--- config.mk ---
export PLATFORM = sky130hd
export DESIGN_NAME = enemy_spawn_ctrl
export DESIGN_NICKNAME = d
export VERILOG_FILES = /design/src/rtl/enemy_spawn_ctrl.sv
export SDC_FILE = /design/constraint.sdc
export NUM_CORES = 1
export LEC_CHECK = 0
export ABC_AREA = 1
export CAP_MARGIN = 20
export CORE_AREA = 2 2 102 104
export CTS_CLUSTER_DIAMETER = 100
export DETAILED_ROUTE_END_ITERATION = 6
export DIE_AREA = 0 0 104 106
export HOLD_SLACK_MARGIN = 0.08
export PLACE_DENSITY = 0.82
export REMOVE_ABC_BUFFERS = 1
export SYNTH_ARGS = -nofsm -noshare
export SYNTH_HDL_FRONTEND = slang
export SYNTH_SLANG_ARGS = --single-unit
--- constraint.sdc ---
create_clock -name clk -period 3.7 [get_ports clk]
set_input_delay 1.11 -clock clk [delete_from_list [all_inputs] [get_ports clk]]
set_output_delay 1.11 -clock clk [all_outputs]
set_load 0.03 [all_outputs]
--- src/rtl/enemy_spawn_ctrl.sv ---
// enemy_spawn_ctrl: per-frame enemy fleet scheduler (move, retire, spawn) over NUM_ENEMY slots.
// Ports:
//   clk, rst_n         system clock, asynchronous active-low reset
//   frame_tick         one-cycle pulse per video frame; starts a MOVE/RETIRE/SPAWN sequence
//   game_en            game running; low while idle clears the fleet and the spawn counter
//   hit_valid, hit_idx collision report clearing one slot's active bit
//   enemy_x, enemy_y   packed 12-bit positions, slot i at [12i+11:12i]
//   enemy_active       per-slot valid
//   spawn_pulse        one-cycle pulse after a spawn
//   escape_pulse       one-cycle pulse after a frame in which enemies reached the left edge
//   busy               high while a frame sequence is in progress
// Build option: define LFSR_LANE_EN to pick spawn lanes from a 10-bit LFSR instead of
// the fixed sequential lane order.
module enemy_spawn_ctrl #(
    parameter int          NUM_ENEMY      = 4,
    parameter logic [11:0] SPAWN_X        = 12'd1000,
    parameter logic [11:0] LEFT_EDGE      = 12'd30,
    parameter logic [11:0] STEP           = 12'd4,
    parameter int          SPAWN_INTERVAL = 60
) (
    input  logic                    clk,
    input  logic                    rst_n,
    input  logic                    frame_tick,
    input  logic                    game_en,
    input  logic                    hit_valid,
    input  logic [2:0]              hit_idx,
    output logic [12*NUM_ENEMY-1:0] enemy_x,
    output logic [12*NUM_ENEMY-1:0] enemy_y,
    output logic [NUM_ENEMY-1:0]    enemy_active,
    output logic                    spawn_pulse,
    output logic                    escape_pulse,
    output logic                    busy
);
    localparam int CW = $clog2(SPAWN_INTERVAL + 1);
    localparam logic [CW-1:0] CNT_MAX = CW'(SPAWN_INTERVAL);

    typedef enum logic [1:0] {IDLE, MOVE, RETIRE, SPAWN} state_t;

    state_t               state, state_nxt;
    logic [CW-1:0]        cnt;
    logic [NUM_ENEMY-1:0] esc_mask, free_mask, active_nxt;
    logic                 cnt_full, do_spawn, idle_off;
    logic [2:0]           lane_sel;
    logic [11:0]          lane_y;

`ifdef LFSR_LANE_EN
    logic [9:0] lfsr;
    // Fibonacci LFSR, taps 10 and 7; the all-zero lock-up state reloads the seed.
    always_ff @(posedge clk or negedge rst_n) begin
        if (!rst_n)
            lfsr <= 10'd233;
        else if (frame_tick)
            lfsr <= (lfsr == 10'd0) ? 10'd233 : {lfsr[8:0], lfsr[9] ^ lfsr[6]};
    end
    assign lane_sel = 3'(lfsr % 10'd7);
`else
    logic [2:0] lane_idx;
    // Lane order continues across games; only reset rewinds it.
    always_ff @(posedge clk or negedge rst_n) begin
        if (!rst_n)
            lane_idx <= 3'd0;
        else if (do_spawn)
            lane_idx <= (lane_idx == 3'd6) ? 3'd0 : lane_idx + 3'd1;
    end
    assign lane_sel = lane_idx;
`endif

    always_comb begin
        lane_y = 12'd350;
        case (lane_sel)
            3'd0:    lane_y = 12'd350;
            3'd1:    lane_y = 12'd550;
            3'd2:    lane_y = 12'd250;
            3'd3:    lane_y = 12'd450;
            3'd4:    lane_y = 12'd370;
            3'd5:    lane_y = 12'd630;
            3'd6:    lane_y = 12'd130;
            default: lane_y = 12'd350;
        endcase
    end

    always_ff @(posedge clk or negedge rst_n) begin
        if (!rst_n)
            state <= IDLE;
        else
            state <= state_nxt;
    end

    always_comb begin
        state_nxt = IDLE;
        case (state)
            IDLE:    state_nxt = (frame_tick && game_en) ? MOVE : IDLE;
            MOVE:    state_nxt = RETIRE;
            RETIRE:  state_nxt = SPAWN;
            SPAWN:   state_nxt = IDLE;
            default: state_nxt = IDLE;
        endcase
    end

    always_comb begin
        busy = (state != IDLE);
    end

    always_comb begin
        esc_mask = '0;
        for (int i = 0; i < NUM_ENEMY; i++)
            esc_mask[i] = enemy_active[i] && (enemy_x[12*i +: 12] <= LEFT_EDGE);
    end

    // Isolates the lowest clear bit of the active mask: the lowest-index free slot.
    assign free_mask = ~enemy_active & (enemy_active + NUM_ENEMY'(1));
    assign cnt_full  = (cnt == CNT_MAX);
    assign do_spawn  = (state == SPAWN) && cnt_full && (|free_mask);
    assign idle_off  = (state == IDLE) && !game_en;

    // Hits are applied before the spawn so a hit on the slot being filled (free, so
    // inactive) cannot cancel the spawn.
    always_comb begin
        active_nxt = enemy_active;
        if (idle_off)
            active_nxt = '0;
        if (state == RETIRE)
            active_nxt = active_nxt & ~esc_mask;
        for (int i = 0; i < NUM_ENEMY; i++)
            if (hit_valid && hit_idx == 3'(i))
                active_nxt[i] = 1'b0;
        if (do_spawn)
            active_nxt = active_nxt | free_mask;
    end

    // Retired slots keep their last position; only MOVE and SPAWN write positions.
    always_ff @(posedge clk or negedge rst_n) begin
        if (!rst_n) begin
            enemy_x <= '0;
            enemy_y <= '0;
        end else begin
            for (int i = 0; i < NUM_ENEMY; i++) begin
                if (state == MOVE && enemy_active[i])
                    enemy_x[12*i +: 12] <= (enemy_x[12*i +: 12] >= STEP) ? enemy_x[12*i +: 12] - STEP : 12'd0;
                else if (do_spawn && free_mask[i]) begin
                    enemy_x[12*i +: 12] <= SPAWN_X;
                    enemy_y[12*i +: 12] <= lane_y;
                end
            end
        end
    end

    always_ff @(posedge clk or negedge rst_n) begin
        if (!rst_n) begin
            enemy_active <= '0;
            cnt          <= '0;
            spawn_pulse  <= 1'b0;
            escape_pulse <= 1'b0;
        end else begin
            enemy_active <= active_nxt;
            spawn_pulse  <= do_spawn;
            escape_pulse <= (state == RETIRE) && (|esc_mask);
            if (idle_off || do_spawn)
                cnt <= '0;
            else if (state == MOVE && !cnt_full)
                cnt <= cnt + CW'(1);
        end
    end
endmodule

==> impl_metrics.tcl <==
set metrics [dict create \
    status "completed" \
    cts_tree "built" \
    ant_nets 0 \
    path_max_fanout 3 \
    post-route-util_pct 63.0 \
    die_height_um 106 \
    fin_area_sq_um 6300 \
    ys_top_cells_by_area "dfrtp_1, nand2_1, inv_1" \
    grt_max_degree 50 \
    synth_flop_cell "dfrtp_1" \
    via_count 4698 \
    worstPathRequired_ns 2.59 \
    postCtsSetupRepairBufs 0 \
    fin_crit_sh_pct 79.1 \
    cpMaxStageDelayCell "clkdlybuf4s50_1" \
    min_period_ns 2.93 \
    syn_area_sq_um 5160 \
    drive_gt1_share_pct 5.58 \
    r2r-end "enemy_y[15]" \
    synthArstFlopShare_pct 100 \
    drt_wl_total_um 12300 \
    cp_num_buf_inv 3 \
    gp_congestion 0.926 \
    post-synth-top-area-fraction_pct 45.1 \
    numCtsBuffers 9 \
    post-dp-hpwl_um 8970 \
    finalPower_uw 1990 \
    place_area_sq_um 6110 \
    clockRootBuffer "clkbuf_8" \
    maxCapViolCount 0 \
    finalSetupTns_ns 0 \
    critical_path_class "reg -> out" \
    rsz0062_at_grt "false" \
    cts_buffer_depth 2 \
    grt.overflow.total 0 \
    core_sq_um 10000 \
    die_x_um 104 \
    viasPerCell 5.08 \
    synth_common_cells "nand2_1, dfrtp_1, inv_1, nor2_1, nand3_1" \
    diodes 0 \
    worst_setup_path_start_kind "flop" \
    hold_start "enemy_y[1]" \
    synth_edf_count 0 \
    yosysMostFrequentCell "nand2_1" \
    cp_top_family "buffers and inverters" \
    yosysSeqAreaShare_pct 45.1 \
    r2r_setup_slack_ns 1.61 \
    dieArea_sq_um 11000 \
    boundaryPins 111 \
    yosysWarnings 0 \
    numPortBuffers 90 \
    postSynthAreaPerCell_sq_um 7.49 \
    finalHoldViolations 0 \
    num_rows 37 \
    grtUsageTotal_pct 22.8 \
    slowest_delay_ns 0.66 \
    h-tree-depth 3 \
    worstHoldEndpoint "enemy_y[1]" \
    post_drt_wl_per_cell_um 13.3 \
    synth_top_cell_by_area "dfrtp_1" \
    hold_depth 1 \
    ctsHoldBuffers 0 \
    first_pass_iters 5 \
    area_delta_synth_final_pct 22.1 \
    cpMostUsedCell "inv_1" \
    num-nets-final 801 \
    clock_skew_ns 0.0113 \
    syn_inst 689 \
    grt_pass1_wl_um 20600 \
    worst_pin_slew_ns 0.687 \
    ys_types 32 \
    worstPathArrival_ns 1.82 \
    antenna_found_initial 0 \
    cp_cell_sequence "inv_1 -> ha_1 -> inv_1 -> clkdlybuf4s50_1" \
    max_freq_ghz 0.342 \
    cts_resized 0 \
    grt_pass1_vias 4445 \
    power_leakage_uw 0.00339 \
    ys_seq_elements 93 \
    initial_core_util_pct 51.6 \
    end_kind "output pin" \
    pwr_density_cell_nw_per_um2 316 \
    cts.clk_slew.worst_paths_ns 0.10 \
    fillers 900 \
    drt-initial-drc-count 227 \
    worstReg2RegStart "cnt[0]" \
    clock_latency_ns 0.37 \
    setup_viol 0 \
    r2r.worst_path.cells 8 \
    ir_drop_v 0.000198 \
    drc 0 \
    drv_slew 0 \
    numClockSinks 93 \
    max_slew_margin_pct 54.1 \
    hold_class "reg -> reg" \
]
## through the flow
| step | setup slack [ns] | hold WS [ns] | cells |
|---|---|---|---|
| 3_3_place_gp | 1.24 | 0.456 | 908 |
| 4_1_cts | 0.757 | 0.487 | 924 |
| 6_report | 0.772 | 0.486 | 924 |
| 5_1_grt | 0.712 | 0.499 | 924 |
| 2_1_floorplan | 1.76 | 0.482 | 681 |
| 3_5_place_dp | 1.16 | 0.459 | 908 |
## cell type report
type	instances	area (sq um)	share of cell area, %
multi-input cells	495	2350	37.3
flip-flops and latches	93	2330	37.0
repair buffers	91	918	14.6
inverters	93	349	5.54
well taps	136	170	2.70
clock buffers	10	138	2.19
clock inverters	6	47.5	0.755
## report_power, final
group,leakage [uW],total (uW),switching (uW),internal (uW)
registers,0.00129,1060,23.8,1040
logic,0.00200,277,194,82.6
clock network,0.0000981,646,377,269
total,0.00339,1990,595,1390
## how the worst max path moves through the flow
stage | startpoint | end | slack, ns | cells after the start
2_1_floorplan | state[0] | busy | 1.76 | 3
3_3_place_gp | state[0] | busy | 1.24 | 4
3_5_place_dp | state[0] | busy | 1.16 | 4
4_1_cts | state[0] | busy | 0.76 | 4
5_1_grt | state[0] | busy | 0.71 | 4
6_report | state[0] | busy | 0.77 | 4
## state kept, by name, indices dropped and copies added, names as in the netlist
name and flops:
enemy_x 40, enemy_y 36, cnt 6, enemy_active 4, lane_idx 3, state 2
escape_pulse 1, spawn_pulse 1
## layout by cell type, fill, tap and decap left out, types with 5 or more instances in the layout
| cell | count |
|---|---|
| nand2_1 | 223 |
| dfrtp_1 | 93 |
| clkdlybuf4s50_1 | 89 |
| inv_1 | 88 |
| nor2_1 | 72 |
| nand3_1 | 50 |
| o21ai_0 | 43 |
| conb_1 | 20 |
| a21oi_1 | 12 |
| xor2_1 | 12 |
| nand4_1 | 10 |
| ha_1 | 10 |
| clkbuf_8 | 10 |
| nor3_1 | 6 |
| o21ai_1 | 6 |
| o21ai_2 | 5 |
| or2_2 | 5 |
## routing by layer
| metal | global-route usage, % | routed length, um |
|---|---|---|
| met1 | 28.3 | 5220 |
| met2 | 38.8 | 6020 |
| met3 | 5.46 | 861 |
| met4 | 8.49 | 204 |
| met5 | 0 | 0 |
## logic make-up after synthesis
family,synth area share [%]
XOR/XNOR,2.72
adder cells (fa/ha/maj),2.43
buffers and inverters,10.8
flip-flops,45.1
other,0.0727
AO/OA/AOI/OAI,7.33
AND/OR/NAND/NOR,31.6
(Power assumes the default switching activity.)
